### src/rtl/memread_check_main.sv
// memread_check_main: command-driven memory scan and checker.
//
// Pops a word count N from the input channel and reads memory addresses 0..N-1.
// Each returned word adds the sum of its lanes to a running total. A word whose lane 0
// differs from its address raises a saturating error count. Three words are then
// pushed to the output channel, in this order:
//   - the cycle count,
//   - the lane sum,
//   - the error count.
//
// Ports:
//   CLK, RST    clock and asynchronous active-high reset
//   mem_addr    memory read address (held outside the read phase)
//   mem_q       read data for the previous cycle's mem_addr, SIMD_WIDTH lanes of W_D bits
//   comm_d      channel enqueue data (holds its last value when not enqueuing)
//   comm_enq    channel enqueue strobe
//   comm_full   channel full
//   comm_q      channel dequeue data, valid the cycle after comm_deq
//   comm_deq    channel dequeue strobe
//   comm_empty  channel empty
module memread_check_main #(
  parameter int unsigned SIMD_WIDTH = 1,
  parameter int unsigned W_D        = 32,
  parameter int unsigned W_A        = 12,
  parameter int unsigned W_COMM_D   = 32
) (
  input  logic                      CLK,
  input  logic                      RST,
  output logic [W_A-1:0]            mem_addr,
  input  logic [W_D*SIMD_WIDTH-1:0] mem_q,
  output logic [W_COMM_D-1:0]       comm_d,
  output logic                      comm_enq,
  input  logic                      comm_full,
  input  logic [W_COMM_D-1:0]       comm_q,
  output logic                      comm_deq,
  input  logic                      comm_empty
);

  typedef enum logic [2:0] {
    StIdle,
    StDeq,
    StLatch,
    StRead,
    StDrain,
    StSendCyc,
    StSendSum,
    StSendErr
  } state_e;

  localparam logic [W_A:0] NMax   = (W_A + 1)'(1) << W_A;
  localparam logic [W_A:0] IdxOne = (W_A + 1)'(1);

  state_e              state_q, state_d;
  logic [W_A:0]        n_q;
  logic [W_A:0]        idx_q;
  logic [W_A-1:0]      addr_hold_q;
  logic                vld_q;
  logic [W_A-1:0]      chk_addr_q;
  logic [W_COMM_D-1:0] sum_q;
  logic [W_COMM_D-1:0] err_q;
  logic [W_COMM_D-1:0] cyc_q;
  logic [W_COMM_D-1:0] comm_d_q;
  logic [W_COMM_D-1:0] send_val;
  logic [W_COMM_D-1:0] lane_sum;
  logic [W_A:0]        n_raw;
  logic [W_A:0]        n_clamp;
  logic                lane0_bad;

  // Only the low W_A+1 command bits carry the count.
  logic unused_comm_q;
  assign unused_comm_q = ^comm_q[W_COMM_D-1:W_A+1];

  assign n_raw   = comm_q[W_A:0];
  assign n_clamp = (n_raw > NMax) ? NMax : n_raw;

  always_comb begin
    lane_sum = '0;
    for (int unsigned i = 0; i < SIMD_WIDTH; i++) begin
      lane_sum = lane_sum + W_COMM_D'(mem_q[i*W_D +: W_D]);
    end
  end

  assign lane0_bad = (mem_q[W_D-1:0] != W_D'(chk_addr_q));

  // The live read index is shown only during READ; otherwise the last issued address holds.
  assign mem_addr = (state_q == StRead) ? idx_q[W_A-1:0] : addr_hold_q;
  assign comm_d   = send_val;

  always_ff @(posedge CLK or posedge RST) begin
    if (RST) begin
      state_q <= StIdle;
    end else begin
      state_q <= state_d;
    end
  end

  always_comb begin
    state_d  = state_q;
    comm_deq = 1'b0;
    comm_enq = 1'b0;
    send_val = comm_d_q;
    unique case (state_q)
      StIdle: begin
        if (!comm_empty) state_d = StDeq;
      end
      StDeq: begin
        comm_deq = 1'b1;
        state_d  = StLatch;
      end
      StLatch: begin
        state_d = (n_clamp != '0) ? StRead : StSendCyc;
      end
      StRead: begin
        if ((idx_q + IdxOne) == n_q) state_d = StDrain;
      end
      StDrain: begin
        state_d = StSendCyc;
      end
      StSendCyc: begin
        if (!comm_full) begin
          comm_enq = 1'b1;
          send_val = cyc_q;
          state_d  = StSendSum;
        end
      end
      StSendSum: begin
        if (!comm_full) begin
          comm_enq = 1'b1;
          send_val = sum_q;
          state_d  = StSendErr;
        end
      end
      StSendErr: begin
        if (!comm_full) begin
          comm_enq = 1'b1;
          send_val = err_q;
          state_d  = StIdle;
        end
      end
      default: state_d = StIdle;
    endcase
  end

  always_ff @(posedge CLK or posedge RST) begin
    if (RST) begin
      n_q         <= '0;
      idx_q       <= '0;
      addr_hold_q <= '0;
      vld_q       <= 1'b0;
      chk_addr_q  <= '0;
      sum_q       <= '0;
      err_q       <= '0;
      cyc_q       <= '0;
      comm_d_q    <= '0;
    end else begin
      comm_d_q <= send_val;
      // Data for an address issued in READ returns one cycle later; tag it with its address.
      vld_q    <= (state_q == StRead);
      if (state_q == StRead) chk_addr_q <= idx_q[W_A-1:0];

      unique case (state_q)
        StIdle: begin
          cyc_q <= '0;
        end
        StLatch: begin
          n_q   <= n_clamp;
          idx_q <= '0;
          sum_q <= '0;
          err_q <= '0;
          cyc_q <= cyc_q + 1'b1;
        end
        StRead: begin
          idx_q       <= idx_q + IdxOne;
          addr_hold_q <= idx_q[W_A-1:0];
          cyc_q       <= cyc_q + 1'b1;
        end
        StDrain: begin
          cyc_q <= cyc_q + 1'b1;
        end
        default: ;
      endcase

      // vld_q is never set in LATCH, so this cannot collide with the clears above.
      if (vld_q) begin
        sum_q <= sum_q + lane_sum;
        if (lane0_bad && (err_q != '1)) err_q <= err_q + 1'b1;
      end
    end
  end

endmodule

### config.mk
export PLATFORM = sky130hd
export DESIGN_NAME = memread_check_main
export DESIGN_NICKNAME = d
export VERILOG_FILES = /design/src/rtl/memread_check_main.sv
export SDC_FILE = /design/constraint.sdc
export NUM_CORES = 1
export LEC_CHECK = 0
export CORE_ASPECT_RATIO = 0.9
export CORE_MARGIN = 1
export CORE_UTILIZATION = 31
export CTS_CLUSTER_DIAMETER = 100
export DETAILED_ROUTE_END_ITERATION = 7
export PLACE_DENSITY = 0.55
export SLEW_MARGIN = 40
export SYNTH_ARGS = -nofsm -noshare
export SYNTH_HDL_FRONTEND = slang
export SYNTH_SLANG_ARGS = --single-unit
### constraint.sdc
create_clock -name CLK -period 15.6 [get_ports CLK]
set_clock_uncertainty 0.1 [all_clocks]
set_input_delay 2.34 -clock CLK [delete_from_list [all_inputs] [get_ports CLK]]
set_output_delay 2.34 -clock CLK [all_outputs]
set_load 0.01 [all_outputs]
==> flow_metrics.env, run 1 <==
export IMPL_status="complete, no violations"
export IMPL_ys_ff_latch=182
export IMPL_setup_viol=0
export IMPL_drc_errors=0
export IMPL_reg2reg_to="sum_q[20]"
export IMPL_clockBufferDepth=2
export IMPL_grt_max_degree=65
export IMPL_cts_max_level=4
export IMPL_synthDistinctLibCells=65
export IMPL_ys_flop_type="dfrtp_1"
export IMPL_core_area_sq_mm=0.0332
export IMPL_powerDensity_mw_per_mm2=161
export IMPL_die_w_um=196
export IMPL_cts_sinks=182
export IMPL_syn_to_final_growth_pct=18.4
export IMPL_cp_required_ns=13.16
export IMPL_max_cap_violations=0
export IMPL_post_cts_buffers=0
export IMPL_utilization_pct=37.6
export IMPL_hp_class="reg -> reg"
export IMPL_r2r_cells=10
export IMPL_finalHoldViolCount=0
export IMPL_hold_buffers=0
export IMPL_crit_fanout=35
export IMPL_cts_tree="yes"
export IMPL_synthArstFlopShare_pct=100
export IMPL_holdPathEnd="addr_hold_q[3]"
export IMPL_cts_root_buf="clkbuf_16"
export IMPL_synth_edf_count=0
export IMPL_grt_pass1_vias=8749
export IMPL_vias_per_cell=5.39
export IMPL_fp_row_count=63
export IMPL_synthCells=1200
export IMPL_placed_cell_area_sq_mm=0.0119
export IMPL_final_common_cell="nand2_1"
export IMPL_clk_pin_slew_ns=0.07
export IMPL_critPathKind="in -> out"
export IMPL_grt_setup_unrepaired="no"
export IMPL_finalWorstSetupSlack_ns=8.34
export IMPL_numCtsBuffers=17
export IMPL_critPathCaptureType="output pin"
export IMPL_relSlewSlack_pct=42.6
export IMPL_start_util_pct=31.7
export IMPL_io_buffers=94
export IMPL_hold_path_startpoint="addr_hold_q[3]"
export IMPL_final_cells=1729
export IMPL_gp_congestion=0.839
export IMPL_cts_repair_resized=0
export IMPL_fin_area_sq_mm=0.0125
export IMPL_wire_per_inst_um=18.5
export IMPL_drive_gt1_share_pct=5.18
export IMPL_placedCellCount=1697
export IMPL_final_nets=1364
export IMPL_grt_pass1_wl_um=51000
export IMPL_dp_slack_ns=8.17
export IMPL_ys_warn_count=0
export IMPL_antennaDiodeCount=0
export IMPL_vias=9314
export IMPL_syn_nets=1303
export IMPL_syn_area_sq_mm=0.0105
export IMPL_hold_path_cell_count=2
export IMPL_ant_nets=0
export IMPL_r2r_slack_ns=12.10
export IMPL_grt_use_total_pct=18.9
export IMPL_fp_dieH_um=177
export IMPL_worst_slew_pin_slew_ns=0.854
export IMPL_worst_ep_arrival_time_ns=4.82
export IMPL_dr_pass1_iters=7
export IMPL_min_period_ns=7.26
export IMPL_ir_worst_vdd_mv=0.0643
export IMPL_rr_startpoint="sum_q[0]"
export IMPL_fin_tns_setup_ns=0
export IMPL_ys_seq_area_share_pct=43.3
export IMPL_clk_latency_ns=0.44
export IMPL_grt_remaining_overflow=0
export IMPL_dp_hpwl_um=23100
export IMPL_final_cell_mix="194 x nand2_1, 182 x dfrtp_1, 132 x o21ai_0"
export IMPL_syn_avg_cell_area_sq_um=8.77
export IMPL_die_area_sq_mm=0.0347
export IMPL_period_share_pct=46.5
export IMPL_grt_antenna_before_repair=0
export IMPL_slew_viol_final=0
export IMPL_pin_count=114
export IMPL_drt_total_wl_um=32000
export IMPL_p_leak_nw=5.21
export IMPL_drt_initial_drc_count=765
export IMPL_startpoint_type="input port"
export IMPL_max_freq_ghz=0.138
[worst max-delay path, stage by stage]
cell	delay [ns]
clkdlybuf4s50_1	0.40
buf_4	0.24
nor3_2	0.47
buf_4	0.40
a22oi_1	0.10
o21ai_0	0.22
clkdlybuf4s50_1	0.63
[cell type report]
| type | instances | area (sq um) |
|---|---|---|
| repair buffers | 109 | 1070 |
| multi-input cells | 937 | 5660 |
| fillers | 3340 | 20700 |
| clock buffers | 17 | 425 |
| clock inverters | 15 | 134 |
| well taps | 455 | 569 |
| inverters | 14 | 57.6 |
| flip-flops and latches | 182 | 4550 |
[registers in the layout, indices dropped and copies added (netlist names), 12 cells and up]
name	count
chk_addr_q	12
err_q	32
cyc_q	32
sum_q	32
idx_q	13
addr_hold_q	12
n_q	13
comm_d_q	32
[Yosys cell counts (all sizes together) (16+ instances only)]
library cell / n / area [sq um]
ha: 34 / 425
nand4: 21 / 131
nand2: 195 / 732
a22oi: 64 / 480
and3: 17 / 106
o21ai: 155 / 776
clkbuf: 53 / 199
a21oi: 31 / 155
a22o: 16 / 140
nor4: 17 / 106
nor3: 18 / 95.1
xor2: 20 / 175
a31oi: 17 / 106
xnor2: 42 / 368
a21o: 18 / 135
nand3: 45 / 225
o31ai: 26 / 195
nor2: 74 / 278
dfrtp: 182 / 4550
[through the flow]
step           total power, mW  hold WS (ns)
6_report                  2.01         0.374
5_1_grt                   2.16         0.403
4_1_cts                   2.02         0.380
3_5_place_dp              1.59         0.360
3_3_place_gp              1.58         0.357
2_1_floorplan             1.27         0.343
[cell families after synthesis]
logic type / Yosys count / synth area share (%)
flops: 182 / 43.3
xor+xnor: 62 / 5.16
mux: 8 / 0.772
compound gates: 383 / 23.4
fa+ha+maj: 35 / 4.23
buf+inv: 81 / 3.16
simple gates: 449 / 20.0
[how the worst max path moves through the flow]
stage | from | end | slack (ns)
after floorplan | RST | addr_hold_q[0] | 8.22
after global placement | comm_full | comm_d[5] | 8.19
after detailed placement | comm_full | comm_d[13] | 8.17
after CTS | comm_full | comm_d[13] | 8.17
after global routing | comm_full | comm_d[13] | 8.21
final | comm_full | comm_d[13] | 8.34
[power by group]
part           internal [mW]  switching [mW]  leakage (nW)  total [mW]
Sequential             0.578           0.113          2.47       0.691
Clock                  0.211           0.211         0.269       0.422
Combinational          0.364           0.535          2.47       0.899
[routing by layer]
layer	vias to the layer above	global-route usage [%]	share of wire, %
met4	0	4.52	1.2
met3	16	3.47	4.1
met5	-	0	0
met1	4577	28.3	51
li1	4532	-	-
met2	189	27.9	43
Note: power is estimated with default switching activity, not from simulation.
==> run 2, diff against run 1 <==
==> constraint.sdc (replaced) <==
create_clock -name CLK -period 7.5 [get_ports CLK]
set_clock_uncertainty 0.1 [all_clocks]
set_input_delay 1.125 -clock CLK [delete_from_list [all_inputs] [get_ports CLK]]
set_output_delay 1.125 -clock CLK [all_outputs]
set_load 0.01 [all_outputs]
==> run 2 against run 1 <==
Via count up 0.56%. Power up 110%. Wire length down 0.47%. Final cell count about the same. Worst setup slack worse by 5.6 ns. Utilization up 0.098 points. Global-route usage down 0.065 points. Non-clock buffer count down 1. Largest cell class unchanged.
==> flow_metrics.env, run 2 (synthesis results as in run 1) <==
export IMPL_core_area_sq_mm=0.0332
export IMPL_vias=9366
export IMPL_final_cell_mix="194 x nand2_1, 182 x dfrtp_1, 132 x o21ai_0"
export IMPL_switching_share_pct=42.0
export IMPL_fp_dieH_um=177
export IMPL_grt_pass1_wl_um=51000
export IMPL_finalHoldViolCount=0
export IMPL_multi_input_area_sq_mm=0.00566
export IMPL_min_period_ns=4.80
export IMPL_vias_per_cell=5.42
export IMPL_period_share_pct=64.0
export IMPL_fp_row_count=63
export IMPL_grt_remaining_overflow=0
export IMPL_powerDensity_mw_per_mm2=340
export IMPL_grt_setup_unrepaired="no"
export IMPL_dp_hpwl_um=23100
export IMPL_relSlewSlack_pct=47.2
export IMPL_dr_pass1_iters=5
export IMPL_hp_class="reg -> reg"
export IMPL_status="complete, no violations"
export IMPL_clockBufferDepth=2
export IMPL_power_mw=4.25
export IMPL_fin_tns_setup_ns=0
export IMPL_numCtsBuffers=17
export IMPL_n_fill_cell=3394
export IMPL_max_freq_ghz=0.208
export IMPL_pin_count=114
export IMPL_syn_to_final_growth_pct=18.7
export IMPL_max_cap_violations=0
export IMPL_clk_pin_slew_ns=0.07
export IMPL_fin_area_sq_mm=0.0125
export IMPL_die_area_sq_mm=0.0347
export IMPL_cts_repair_resized=0
export IMPL_drive_gt1_share_pct=5.03
export IMPL_grt_antenna_before_repair=0
export IMPL_io_buffers=94
export IMPL_utilization_pct=37.7
export IMPL_timing_hold_ws_ns=0.375
export IMPL_startpoint_type="input port"
export IMPL_cp_required_ns=6.27
export IMPL_placed_cell_area_sq_mm=0.0119
export IMPL_clk_latency_ns=0.44
export IMPL_cts_root_buf="clkbuf_16"
export IMPL_worst_ep_arrival_time_ns=3.58
export IMPL_worst_slew_pin_slew_ns=0.785
export IMPL_seq_power_share_pct=33.7
export IMPL_ant_nets=0
export IMPL_drc_errors=0
export IMPL_drt_initial_drc_count=750
export IMPL_antennaDiodeCount=0
export IMPL_slew_viol_final=0
export IMPL_hold_buffers=0
export IMPL_post_cts_buffers=0
export IMPL_wire_per_inst_um=18.4
export IMPL_r2r_slack_ns=3.96
export IMPL_p_clk_share_pct=22.3
export IMPL_ff_latch_area_sq_mm=0.00455
export IMPL_grt_pass1_vias=8773
export IMPL_critPathCaptureType="output pin"
export IMPL_die_w_um=196
export IMPL_cts_max_level=4
export IMPL_crit_fanout=35
export IMPL_comb_power_share_pct=44.0
export IMPL_start_util_pct=31.7
export IMPL_final_nets=1363
export IMPL_grt_max_degree=72
export IMPL_cts_sinks=182
export IMPL_p_leak_nw=5.22
export IMPL_cts_tree="yes"
export IMPL_intPower_mw=2.47
export IMPL_critPathKind="in -> out"
export IMPL_grt_use_total_pct=18.8
export IMPL_setup_viol=0
export IMPL_gp_congestion=0.892
export IMPL_ir_worst_vdd_mv=0.167
export IMPL_p_sw_mw=1.79
export IMPL_final_common_cell="nand2_1"
export IMPL_drt_total_wl_um=31800
## run 2: layer usage
metal  wire (um)  part of all wire [%]  GRT usage (%)  vias to the layer above
met4         599                   1.9           5.53                        0
met3        1470                   4.6           2.86                       31
met2       13600                    43           27.2                      199
li1            -                     -              -                     4538
met1       16200                    51           28.7                     4598
met5           0                     0              0                        -
## run 2: critical path, cell delays in order
cell             delay, ns
clkdlybuf4s50_1       0.39
buf_4                 0.24
nor3_2                0.45
buf_4                 0.39
a22oi_1               0.10
o21ai_0               0.22
clkdlybuf4s50_1       0.63
## run 2: power groups by stage
| stage | Clock [mW] | Sequential, mW | Combinational (mW) |
|---|---|---|---|
| after floorplan | 0 | 1.33 | 1.32 |
| final | 0.948 | 1.43 | 1.87 |
| after global placement | 0 | 1.44 | 1.85 |
| after detailed placement | 0 | 1.45 | 1.87 |
| after CTS | 0.964 | 1.43 | 1.88 |
| after global routing | 1.01 | 1.46 | 2.08 |
## run 2: worst paths after layout
check                                    start              to  cells past startpoint
worst max-delay path                 comm_full      comm_d[17]                      7
worst min-delay path            addr_hold_q[3]  addr_hold_q[3]                      2
worst max register to register        sum_q[0]       sum_q[20]                     10
worst min register to register  addr_hold_q[3]  addr_hold_q[3]                      2
max in group asynchronous                  RST       err_q[18]                      3
min in group asynchronous                  RST   chk_addr_q[6]                      2
## run 2: final cells by class
class	count	area share, %
clock inverter	15	1.46
multi-input combinational	937	45.3
inverter	14	0.460
clock buffer	17	3.40
timing repair buffer	108	8.43
tap	455	4.55
sequential	182	36.4
## run 2: through the flow
| step | std cells | setup WS [ns] |
|---|---|---|
| final | 1728 | 2.70 |
| after detailed placement | 1696 | 2.51 |
| after floorplan | 1200 | 1.33 |
| after CTS | 1728 | 2.51 |
| after global routing | 1728 | 2.46 |
| after global placement | 1696 | 2.53 |
==> run 3, diff against run 2 <==
--- a/config.mk
+++ b/config.mk
@@ -10,7 +10,7 @@
 export CORE_UTILIZATION = 31
 export CTS_CLUSTER_DIAMETER = 100
 export DETAILED_ROUTE_END_ITERATION = 7
-export PLACE_DENSITY = 0.55
+export PLACE_DENSITY = 0.57
 export SLEW_MARGIN = 40
 export SYNTH_ARGS = -nofsm -noshare
 export SYNTH_HDL_FRONTEND = slang
==> constraint.sdc (replaced) <==
create_clock -name CLK -period 4.2 [get_ports CLK]
set_clock_uncertainty 0.1 [all_clocks]
set_input_delay 0.63 -clock CLK [delete_from_list [all_inputs] [get_ports CLK]]
set_output_delay 0.63 -clock CLK [all_outputs]
set_load 0.01 [all_outputs]
==> run 3 against run 2 <==
Global-route usage grew 0.28 points. Clock power grew 67%. Critical path depth grew 4. Clock-buffer cell count is the same. Non-clock buffer count grew 12. Final area grew 0.77%. Utilization grew 0.29 points. Wire length grew 1.4%. Power grew 79%. Combinational power grew 88%.
==> flow_metrics.env, run 3 (synthesis results as in run 1) <==
export IMPL_status="complete, no violations"
export IMPL_fp_row_count=63
export IMPL_core_area_sq_mm=0.0332
export IMPL_critPathKind="in -> reg"
export IMPL_cts_root_buf="clkbuf_16"
export IMPL_clockBufferDepth=2
export IMPL_drt_total_wl_um=32200
export IMPL_drt_initial_drc_count=898
export IMPL_ant_nets=0
export IMPL_cts_sinks=182
export IMPL_min_period_ns=3.66
export IMPL_ir_worst_vdd_mv=0.259
export IMPL_hold_buffers=0
export IMPL_cp_slowest_stage_delay_ns=0.49
export IMPL_hp_class="reg -> reg"
export IMPL_drive_gt1_share_pct=5.91
export IMPL_relSlewSlack_pct=45.8
export IMPL_grt_remaining_overflow=0
export IMPL_utilization_pct=38.0
export IMPL_post_cts_buffers=0
export IMPL_cts_repair_resized=0
export IMPL_clk_pin_slew_ns=0.08
export IMPL_crit_slowest_cell="clkdlybuf4s50_1"
export IMPL_cts_tree="yes"
export IMPL_path_cells="clkdlybuf4s50_1, ha_1, fa_1, a211oi_1, o21ai_1, a31oi_1, a21boi_1, o211a_1, o31a_1, or3_1, a32o_1"
export IMPL_max_cap_violations=0
export IMPL_worst_slew_pin_slew_ns=0.806
export IMPL_fp_dieH_um=177
export IMPL_final_common_cell="nand2_1"
export IMPL_drc_errors=0
export IMPL_grt_antenna_before_repair=0
export IMPL_dr_pass1_iters=4
export IMPL_numCtsBuffers=17
export IMPL_period_share_pct=87.2
export IMPL_worst_ep_arrival_time_ns=3.88
export IMPL_vias=9463
export IMPL_die_area_sq_mm=0.0347
export IMPL_max_freq_ghz=0.273
export IMPL_powerDensity_mw_per_mm2=605
export IMPL_final_nets=1375
export IMPL_hold_path_cell_count=2
export IMPL_dp_hpwl_um=23200
export IMPL_crit_fanout=3
export IMPL_wire_per_inst_um=18.5
export IMPL_grt_pass1_vias=8958
export IMPL_vias_per_cell=5.44
export IMPL_io_buffers=94
export IMPL_n_fill_cell=3372
export IMPL_cp_required_ns=4.42
export IMPL_grt_pass1_wl_um=51800
export IMPL_gp_congestion=0.978
export IMPL_grt_use_total_pct=19.1
export IMPL_finalHoldViolCount=0
export IMPL_critPathCaptureType="register"
export IMPL_die_w_um=196
export IMPL_grt_max_degree=93
export IMPL_startpoint_type="input port"
export IMPL_syn_to_final_growth_pct=19.7
export IMPL_final_cell_mix="194 x nand2_1, 182 x dfrtp_1, 132 x o21ai_0"
export IMPL_p_leak_nw=5.28
export IMPL_slew_viol_final=0
export IMPL_fin_tns_setup_ns=0
export IMPL_clk_latency_ns=0.44
export IMPL_setup_viol=0
export IMPL_cts_max_level=4
export IMPL_pin_count=114
export IMPL_start_util_pct=31.7
export IMPL_antennaDiodeCount=0
export IMPL_grt_setup_unrepaired="no"
export IMPL_r2r_cells=10
run 3: worst max-delay path, delay by kind of cell:
family / cells / cell delay, ns
buf+inv: 1 / 0.49
fa+ha+maj: 2 / 0.72
compound gates: 7 / 1.73
simple gates: 1 / 0.30
run 3: power by group:
group	switching [mW]	total, mW	internal [mW]
logic	2.08	3.51	1.43
registers	0.386	2.53	2.15
clock network	0.795	1.58	0.786
run 3: path summary, 6_finish.rpt:
kind | startpoint | end | slack [ns]
worst min register to register | addr_hold_q[5] | addr_hold_q[5] | 0.37
max in group asynchronous | RST | err_q[19] | 2.89
worst min-delay path | addr_hold_q[5] | addr_hold_q[5] | 0.37
worst max-delay path | mem_q[0] | sum_q[20] | 0.54
min in group asynchronous | RST | addr_hold_q[7] | 0.59
worst max register to register | sum_q[0] | sum_q[20] | 0.86
run 3: final cells by class:
cell class	count	area, sq um	share of cell area (%)
multi-input cells	937	5660	44.9
flip-flops and latches	182	4550	36.2
repair buffers	120	1200	9.51
well taps	455	569	4.52
clock buffers	17	425	3.38
clock inverters	15	134	1.06
inverters	14	56.3	0.447
run 3: stage by stage:
stage / setup slack, ns / hold slack [ns] / power (mW) / instances / cell area, sq um
2_1_floorplan: 0.946 / 0.343 / 4.73 / 1200 / 10500
3_3_place_gp: 0.166 / 0.357 / 6.02 / 1708 / 12000
3_5_place_dp: 0.110 / 0.362 / 6.06 / 1708 / 12000
4_1_cts: 0.537 / 0.382 / 7.66 / 1740 / 12600
5_1_grt: 0.398 / 0.404 / 8.16 / 1740 / 12600
6_report: 0.539 / 0.375 / 7.63 / 1740 / 12600
run 3: routing by layer:
layer / GRT usage, % / wire, um
met1: 28.9 / 16500
met2: 28.5 / 14000
met3: 2.61 / 1370
met4: 4.52 / 435
met5: 0 / 0
==> variant: new RTL, flow settings as in run 3 <==
Make the reset (`RST`) synchronous in 2 clocked blocks. Comments in the files are not updated.
--- a/src/rtl/memread_check_main.sv
+++ b/src/rtl/memread_check_main.sv
@@ -86,7 +86,7 @@
   assign mem_addr = (state_q == StRead) ? idx_q[W_A-1:0] : addr_hold_q;
   assign comm_d   = send_val;
 
-  always_ff @(posedge CLK or posedge RST) begin
+  always_ff @(posedge CLK) begin
     if (RST) begin
       state_q <= StIdle;
     end else begin
@@ -141,7 +141,7 @@
     endcase
   end
 
-  always_ff @(posedge CLK or posedge RST) begin
+  always_ff @(posedge CLK) begin
     if (RST) begin
       n_q         <= '0;
       idx_q       <= '0;
Formal check against the unedited RTL: differs if RST is asserted again (counterexample within 4 cycles, from zero or initial values and one cycle with RST high); with RST held inactive, the same outputs for 10 cycles.
==> variant against run 3 <==
- synthesized cell count grew 12%
- sequential cell count is the same
- cell area shrank 1.7%
- register-to-register slack gained 370 ps
- global-route usage shrank 0.40 points
- worst setup slack lost 160 ps
- die area shrank 1.0%
- utilization shrank 0.46 points
- area after synthesis shrank 1.0%
- routed wire length shrank 1.8%
Power is not compared: it rests on default switching activity, and its combinational part moved more than twofold at a synthesized area within 25%.
==> variant: results (changes against run 3) <==
Outcome
Result of the run: complete, no violations (unchanged).

Route
The count of TritonRoute iterations in the first routing pass is 5 (was 4). The count of vias placed by the detailed router came to 9830 (was 9463). The first-iteration detailed-routing DRC count was 696 (was 898).

The wire length reported by the detailed router was 31700 um (was 32200 um).

Synthesis
The net count after synthesis is 1445 (was 1303). The portion of netlist area occupied by mux cells was 4.59% (was 0.772%). The register area share after synthesis was 35.0% (was 43.3%).

Cells taking the most area after synthesis: dfxtp_1, nor2_1, nand2_1, a21oi_1, ha_1 (was dfrtp_1, nand2_1, o21ai_0, a22oi_1, ha_1). The xor-xnor portion of the synthesized cell area came to 6.81% (was 5.16%). The number of library cell types mapped by synthesis is 69 (was 65).

The compound-gate portion of the synthesized area is 18.7% (was 23.4%). The commonest register cell after synthesis is dfxtp_1 (was dfrtp_1). Commonest cells post-synth: dfxtp_1, nor2_1, nand2_1 (was nand2_1, dfrtp_1, o21ai_0).

The average cell area after synthesis is 7.76 sq um (was 8.77 sq um). The synthesized-area fraction occupied by adder cells was 5.04% (was 4.23%).

Placed design
The final weighted congestion in routability-driven placement is 0.902 (was 0.978). The HPWL after detailed placement was 23100 um (was 23200 um).

Layout
The number of filler instances in the final layout is 3446 (was 3372). The count of non-filler cells in the finished layout is 1831 (was 1740). The post-layout net count came to 1499 (was 1375).

Setup path
The largest incremental delay on the critical path is 700 ps (was 490 ps). The critical path data arrival time is 3090 ps (was 3880 ps). The slowest cell on the critical path is dfxtp_1 (was clkdlybuf4s50_1).

The family with the most delay on the worst path is buffers and inverters (was compound AO/OA/AOI/OAI gates). The critical-path maximum fanout was 43 (was 3).

GRT
The largest net degree at the start of global routing is 57 (was 93).
==> variant: per-layer routing <==
metal	wire length [um]	vias to the layer above	share of wire [%]	track usage (%)
li1	-	4867	-	-
met1	15400	4698	49	26.0
met3	1560	28	4.9	3.06
met5	0	-	0	0
met2	14100	237	45	29.7
met4	582	0	1.8	5.38
==> variant: tightest hold or removal path, cell delays in order (launching register included) <==
cell	delay, ps
dfxtp_1	300
nand2_1	60
a21oi_1	60
==> variant: final cells by class <==
| cell class | instances | area, sq um | area share [%] |
|---|---|---|---|
| clock buffers | 18 | 429 | 3.46 |
| clock inverters | 14 | 200 | 1.62 |
| inverters | 25 | 93.8 | 0.758 |
| multi-input cells | 1055 | 6370 | 51.4 |
| flip-flops and latches | 182 | 3640 | 29.4 |
| well taps | 422 | 528 | 4.26 |
| repair buffers | 115 | 1120 | 9.05 |
==> variant: path summary, 6_finish.rpt <==
kind / from / end / slack [ps] / cells past startpoint
min reg2reg: addr_hold_q[11] / addr_hold_q[11] / 370 / 2
max reg2reg: sum_q[0] / sum_q[26] / 1230 / 10
min: addr_hold_q[11] / addr_hold_q[11] / 370 / 2
max: state_q[0] / comm_d[31] / 380 / 7
==> variant: per-stage QoR <==
step           setup slack, ps  power, mW  utilization [%]  hold WS [ps]  cell area (sq um)
2_1_floorplan             1330       2.24                -           342              10400
3_3_place_gp               411       2.48             35.6           351              11800
3_5_place_dp               404       2.48             35.6           356              11800
4_1_cts                    304       4.23             37.5           365              12400
5_1_grt                    188       4.37             37.5           382              12400
6_report                   380       4.20             37.5           366              12400
==> variant: power groups by stage <==
stage                     sequential [mW]  combinational [mW]  clock, mW
after floorplan                      1.81               0.434          0
after global placement               1.84               0.638          0
after detailed placement             1.84               0.643          0
after CTS                            1.80               0.646       1.78
after global routing                 1.80               0.709       1.86
final                                1.80               0.651       1.75
